--- config.mk ---
export PLATFORM = sky130hd
export DESIGN_NAME = axis_merger
export DESIGN_NICKNAME = d
export VERILOG_FILES = /design/src/rtl/axis_merger.sv
export SDC_FILE = /design/constraint.sdc
export NUM_CORES = 1
export LEC_CHECK = 0
export CAP_MARGIN = 25
export CORE_ASPECT_RATIO = 1.75
export CORE_MARGIN = 5
export CORE_UTILIZATION = 56
export CTS_CLUSTER_SIZE = 30
export DETAILED_ROUTE_END_ITERATION = 8
export HOLD_SLACK_MARGIN = 0.05
export PLACE_DENSITY = 0.85
export SLEW_MARGIN = 5
export SYNTH_ARGS = -nofsm -noshare
export SYNTH_HDL_FRONTEND = slang
export SYNTH_SLANG_ARGS = --single-unit
--- constraint.sdc ---
create_clock -name a_clk -period 7.56 [get_ports a_clk]
set_input_delay 1.512 -clock a_clk [delete_from_list [all_inputs] [get_ports a_clk]]
set_output_delay 1.512 -clock a_clk [all_outputs]
set_load 0.01 [all_outputs]
--- src/rtl/axis_merger.sv ---
// ---------------------------------------------------------------------------
// axis_merger
//
// Merges two free-running AXI-Stream sources into one registered AXI-Stream
// output. Each input owns a small FIFO. A round-robin arbiter drains both
// FIFOs into a single output register that honours M_AXIS_tready. Sources
// may ignore tready, so a word that arrives while its FIFO is full is
// dropped (and optionally counted).
//
// Optional feature macro: AXIS_MERGER_DROP_CNT_EN
//   defined     -> 16-bit saturating drop counters per input
//   not defined -> drop_count1/drop_count2 tied to 0
//
// Parameters
//   SAXIS_TDATA_WIDTH : input tdata width (both slave ports), signed data
//   MAXIS_TDATA_WIDTH : output tdata width (sign-extend or keep LSBs)
//   FIFO_DEPTH_LOG2   : log2 of per-input FIFO depth
//
// Ports
//   a_clk, a_rst                      : clock, synchronous active-high reset
//   S_AXIS1_* / S_AXIS2_*             : slave inputs (tdata, tvalid, tready)
//   M_AXIS_tdata/tvalid/tready/tuser  : merged master output, tuser = source
//                                       (0 = input 1, 1 = input 2)
//   monitor                           : last word accepted downstream
//   drop_count1, drop_count2          : per-input dropped-word counters
// ---------------------------------------------------------------------------
module axis_merger #(
  parameter int SAXIS_TDATA_WIDTH = 32,
  parameter int MAXIS_TDATA_WIDTH = 32,
  parameter int FIFO_DEPTH_LOG2   = 2
) (
  input  logic                                a_clk,
  input  logic                                a_rst,
  input  logic signed [SAXIS_TDATA_WIDTH-1:0] S_AXIS1_tdata,
  input  logic                                S_AXIS1_tvalid,
  output logic                                S_AXIS1_tready,
  input  logic signed [SAXIS_TDATA_WIDTH-1:0] S_AXIS2_tdata,
  input  logic                                S_AXIS2_tvalid,
  output logic                                S_AXIS2_tready,
  output logic [MAXIS_TDATA_WIDTH-1:0]        M_AXIS_tdata,
  output logic                                M_AXIS_tvalid,
  input  logic                                M_AXIS_tready,
  output logic                                M_AXIS_tuser,
  output logic [MAXIS_TDATA_WIDTH-1:0]        monitor,
  output logic [15:0]                         drop_count1,
  output logic [15:0]                         drop_count2
);

  localparam int SW    = SAXIS_TDATA_WIDTH;
  localparam int MW    = MAXIS_TDATA_WIDTH;
  localparam int AW    = FIFO_DEPTH_LOG2;
  localparam int DEPTH = 1 << AW;

  localparam logic [0:0] LG_IN1 = 1'b0;
  localparam logic [0:0] LG_IN2 = 1'b1;

  // Signed size cast: sign-extends when widening, keeps LSBs when narrowing.
  function automatic logic signed [MW-1:0] conv_width(input logic signed [SW-1:0] d);
    return MW'(d);
  endfunction

`ifdef AXIS_MERGER_DROP_CNT_EN
  function automatic logic [15:0] sat_inc(input logic [15:0] c);
    return (c == 16'hFFFF) ? c : c + 16'd1;
  endfunction
`endif

  logic signed [SW-1:0] s_data [2];
  logic [1:0]           s_vld;
  logic [1:0]           full;
  logic [1:0]           empty;
  logic [1:0]           wr;
  logic [1:0]           pop;
  logic signed [SW-1:0] head [2];
  logic [1:0][15:0]     drop_cnt;

  assign s_data[0]      = S_AXIS1_tdata;
  assign s_data[1]      = S_AXIS2_tdata;
  assign s_vld          = {S_AXIS2_tvalid, S_AXIS1_tvalid};
  assign S_AXIS1_tready = ~full[0];
  assign S_AXIS2_tready = ~full[1];

  // ---- stage p0: per-input FIFOs ----
  for (genvar gi = 0; gi < 2; gi++) begin : g_in
    logic signed [SW-1:0] mem [DEPTH];
    logic [AW-1:0]        wr_ptr;
    logic [AW-1:0]        rd_ptr;
    logic [AW:0]          occ;

    // full comes from the occupancy register alone, so a same-cycle pop
    // never lets a write through.
    assign full[gi]  = (occ == (AW+1)'(DEPTH));
    assign empty[gi] = (occ == '0);
    assign wr[gi]    = s_vld[gi] & ~full[gi];
    assign head[gi]  = mem[rd_ptr];

    always_ff @(posedge a_clk) begin
      if (a_rst) begin
        wr_ptr <= '0;
        rd_ptr <= '0;
        occ    <= '0;
      end else begin
        if (wr[gi])  wr_ptr <= wr_ptr + AW'(1);
        if (pop[gi]) rd_ptr <= rd_ptr + AW'(1);
        case ({wr[gi], pop[gi]})
          2'b10:   occ <= occ + (AW+1)'(1);
          2'b01:   occ <= occ - (AW+1)'(1);
          default: occ <= occ;
        endcase
      end
    end

    always_ff @(posedge a_clk) begin
      if (wr[gi]) mem[wr_ptr] <= s_data[gi];
    end

`ifdef AXIS_MERGER_DROP_CNT_EN
    logic [15:0] cnt;
    always_ff @(posedge a_clk) begin
      if (a_rst)                        cnt <= '0;
      else if (s_vld[gi] & full[gi])    cnt <= sat_inc(cnt);
    end
    assign drop_cnt[gi] = cnt;
`else
    assign drop_cnt[gi] = '0;
`endif
  end

  assign drop_count1 = drop_cnt[0];
  assign drop_count2 = drop_cnt[1];

  // ---- stage p1: arbiter and output register ----
  logic                 vld_p1;
  logic signed [MW-1:0] data_p1;
  logic                 user_p1;
  logic [0:0]           last_grant;
  logic [MW-1:0]        monitor_p1;
  logic                 xfer;
  logic                 load;
  logic                 grant2;

  assign xfer   = vld_p1 & M_AXIS_tready;
  assign load   = (~vld_p1 | M_AXIS_tready) & ~(&empty);
  // Input 2 wins when it is the only requester, or when both request and
  // input 1 was served last.
  assign grant2 = ~empty[1] & (empty[0] | (last_grant == LG_IN1));
  assign pop    = {load & grant2, load & ~grant2};

  always_ff @(posedge a_clk) begin
    if (a_rst) begin
      vld_p1     <= 1'b0;
      data_p1    <= '0;
      user_p1    <= 1'b0;
      last_grant <= LG_IN2;
      monitor_p1 <= '0;
    end else begin
      if (xfer) monitor_p1 <= data_p1;
      if (load) begin
        vld_p1     <= 1'b1;
        data_p1    <= conv_width(grant2 ? head[1] : head[0]);
        user_p1    <= grant2;
        last_grant <= grant2 ? LG_IN2 : LG_IN1;
      end else if (xfer) begin
        vld_p1 <= 1'b0;
      end
    end
  end

  assign M_AXIS_tvalid = vld_p1;
  assign M_AXIS_tdata  = data_p1;
  assign M_AXIS_tuser  = user_p1;
  assign monitor       = monitor_p1;

endmodule

==> out/metrics.yaml <==
status: "completed"
cts_buffers: 29
synthFlopType: "edfxtp_1"
synthArstFlopShare_pct: 0
grt_pass1_vias: 7125
cts_tree: "built"
slew_violations: 0
numPortBuffers: 136
design_area_mm2: 0.0152
tns_ps: 0
critPathArrivalTime_ps: 4100
ys_seq_elements: 341
max_freq_mhz: 275
wl_per_cell_um: 23.4
period_share_pct: 48.0
place_area_mm2: 0.0143
cts_hold_buf: 0
crit_required_ps: 8020
hold_viol: 0
slew_headroom_pct: 33.2
cts.sinks: 341
yosysUniqueCellTypes: 38
reg2reg_depth: 9
grt_use_total_pct: 20.9
rows: 73
yosys.area.top_type: "edfxtp_1"
worst_pin_slew_ps: 1000
dp_hpwl_mm: 16.7
cts-root-buf: "clkbuf_16"
drive_above_1_share_pct: 15.3
die_y_um: 210
synth_top_area_share_pct: 60.0
fin_crit_ps: 3630
maxCapViolCount: 0
wl_mm: 27.8
ios: 169
power.density_mw_per_mm2: 363
reg2reg_to: "g_in[1].occ[2]"
htreeDepth: 1
clockBufferDepth: 3
path_max_fanout: 37
route.detailed.drc: 0
cts_resized: 0
p_int_mw: 3.88
yosysWarnings: 0
first_pass_iters: 7
peakVddDrop_mv: 0.235
area_growth_syn_to_layout_pct: 19.1
grt_pass1_wl_mm: 42.0
hp-start: "monitor[12]"
synthTopCellsByArea: "edfxtp_1 (60%), dfxtp_1 (13%), mux4_2 (11%)"
grt_max_degree: 88
gp_congestion: 0.733
via_count: 6943
leakage_nw: 4.99
setup_violations: 0
finClkSkew_ps: 12.5
ys_top_cells_by_count: "edfxtp_1 (256), dfxtp_1 (85), nand2_1 (68), mux4_2 (64), nor2_1 (45)"
pwr-share-comb_pct: 27.4
swShare_pct: 29.8
power_frac_seq_pct: 46.2
ant_nets: 0
syn_inst: 733
post-route-util_pct: 67.3
hold_class: "flip-flop to flip-flop"
holdPathEnd: "monitor[12]"
rsz0062_at_grt: "false"
vias_per_cell: 5.83
r2r_slack_ps: 4610
syn-cell-area_mm2: 0.0128
path_clk_slew_ps: 70
postCtsSetupBuffers: 0
fin_nets: 943
grt-ovfl-total: 0
synth_edf_count: 256
design.core.area_mm2: 0.0227
yosysMostFrequentCell: "edfxtp_1"
clkPwrFrac_pct: 26.4
worst-setup-path-type: "input port to flip-flop"
die_w_um: 124
initial_core_util_pct: 56.5
switching_power_mw: 1.65
syn_area_per_cell_um2: 17.5
cp-start-kind: "input port"
drtIter0Drc: 712
cp-end-kind: "flip-flop"
clock_latency_ps: 540
holdPathStages: 2
yosysSeqAreaShare_pct: 73.3
dieArea_mm2: 0.0261
r2r-start: "g_in[0].occ[0]"
grt_antenna_before_repair: 5
==> cells by family (layout without fill, tap and decap cells) <==
kind of cell    count (synthesis)  after routing  share of synthesized area (%)
mux                            69             69                           11.7
fa+ha+maj                      11             11                           1.19
other cells                     1             37                         0.0293
compound gates                 80             80                           4.65
xor+xnor                        7              7                          0.538
buf+inv                        82            203                           3.74
simple gates                  142            142                           4.84
flops                         341            341                           73.3
==> flip-flops by register name (all words and copies together), names as in the netlist, named ones only <==
signal         cells
g_in.mem         256
M_AXIS_tdata      32
monitor           32
g_in.occ           6
g_in.rd_ptr        4
g_in.wr_ptr        4
M_AXIS_tuser       1
M_AXIS_tvalid      1
last_grant         1
==> critical path, cell delays in order <==
cell and delay (ps):
clkdlybuf4s50_1 510, nor2b_1 100, a211oi_4 150, buf_4 480
ha_1 290, inv_1 60, fa_1 370, xor2_1 150
or3_1 300, a21oi_1 150
==> cells in the final DEF (no fill, tap or decap), types with 2 or more instances in the layout <==
master           Yosys  final
a21oi_1             40     40
buf_4               34      5
xnor2_1              4      4
nand2b_1             3      3
mux4_2              64     64
bufinv_16            0      3
a21bo_2              2      2
clkinv_2             0      5
dfxtp_2              0      4
mux2_2               2      2
nor3_1               2      2
clkinvlp_4           0      2
a222oi_1            32     32
nor2b_1              4      4
clkdlybuf4s50_1      0    135
nand2_1             68     68
conb_1               1     32
clkbuf_16            0     29
dfxtp_1             85     81
clkinv_1             0      4
nand3b_1             2      2
ha_1                 9      9
or3b_1               2      2
or3_1                2      2
clkbuf_1            25      8
xor2_1               2      2
edfxtp_1           256    256
nor2_1              45     45
inv_1                8      8
fa_1                 2      2
and3_2               0      8
diode_2              0      5
mux2i_1              3      3
==> metal layers <==
layer | part of all wire [%] | global-route usage [%] | vias to the layer above
li1 | - | - | 3051
met1 | 35 | 25.2 | 3492
met2 | 55 | 38.3 | 360
met3 | 7.7 | 3.50 | 40
met4 | 2.2 | 6.55 | 0
met5 | 0 | 0 | -
==> layout make-up <==
cell class,count,area [um^2]
Clock buffer,38,769
Fill cell,1501,7410
Timing Repair Buffer,142,1440
Inverter,8,30.0
Multi-Input combinational cell,341,3070
Clock inverter,15,154
Tap cell,300,375
Antenna cell,5,12.5
Sequential cell,341,9390
==> stage by stage <==
stage,instances,setup slack [ps],hold WS [ps],power [mW]
floorplan,764,4180,469,3.48
CTS,1183,3810,457,5.50
global placement,1130,3320,441,3.99
detailed placement,1130,3240,448,4.05
finish,1190,3930,454,5.53
global route,1190,3810,473,5.76
==> worst max-delay path by stage <==
stage                        startpoint             end  slack (ps)  cells after the start
after floorplan           M_AXIS_tready  g_in[0].occ[2]        4180                      9
after global placement    M_AXIS_tready  g_in[0].occ[2]        3320                      8
after detailed placement  M_AXIS_tready  g_in[0].occ[2]        3240                      8
after CTS                 M_AXIS_tready  g_in[0].occ[2]        3810                      8
after global routing      M_AXIS_tready  g_in[1].occ[2]        3810                     10
final                     M_AXIS_tready  g_in[1].occ[2]        3930                     10
==> power by group through the flow <==
stage / clock (mW) / sequential (mW) / combinational (mW)
floorplan: 0 / 2.53 / 0.953
global placement: 0 / 2.57 / 1.41
detailed placement: 0 / 2.59 / 1.46
CTS: 1.47 / 2.56 / 1.47
global route: 1.55 / 2.59 / 1.62
finish: 1.46 / 2.56 / 1.52
No activity file was read; power rests on OpenSTA's default activity.
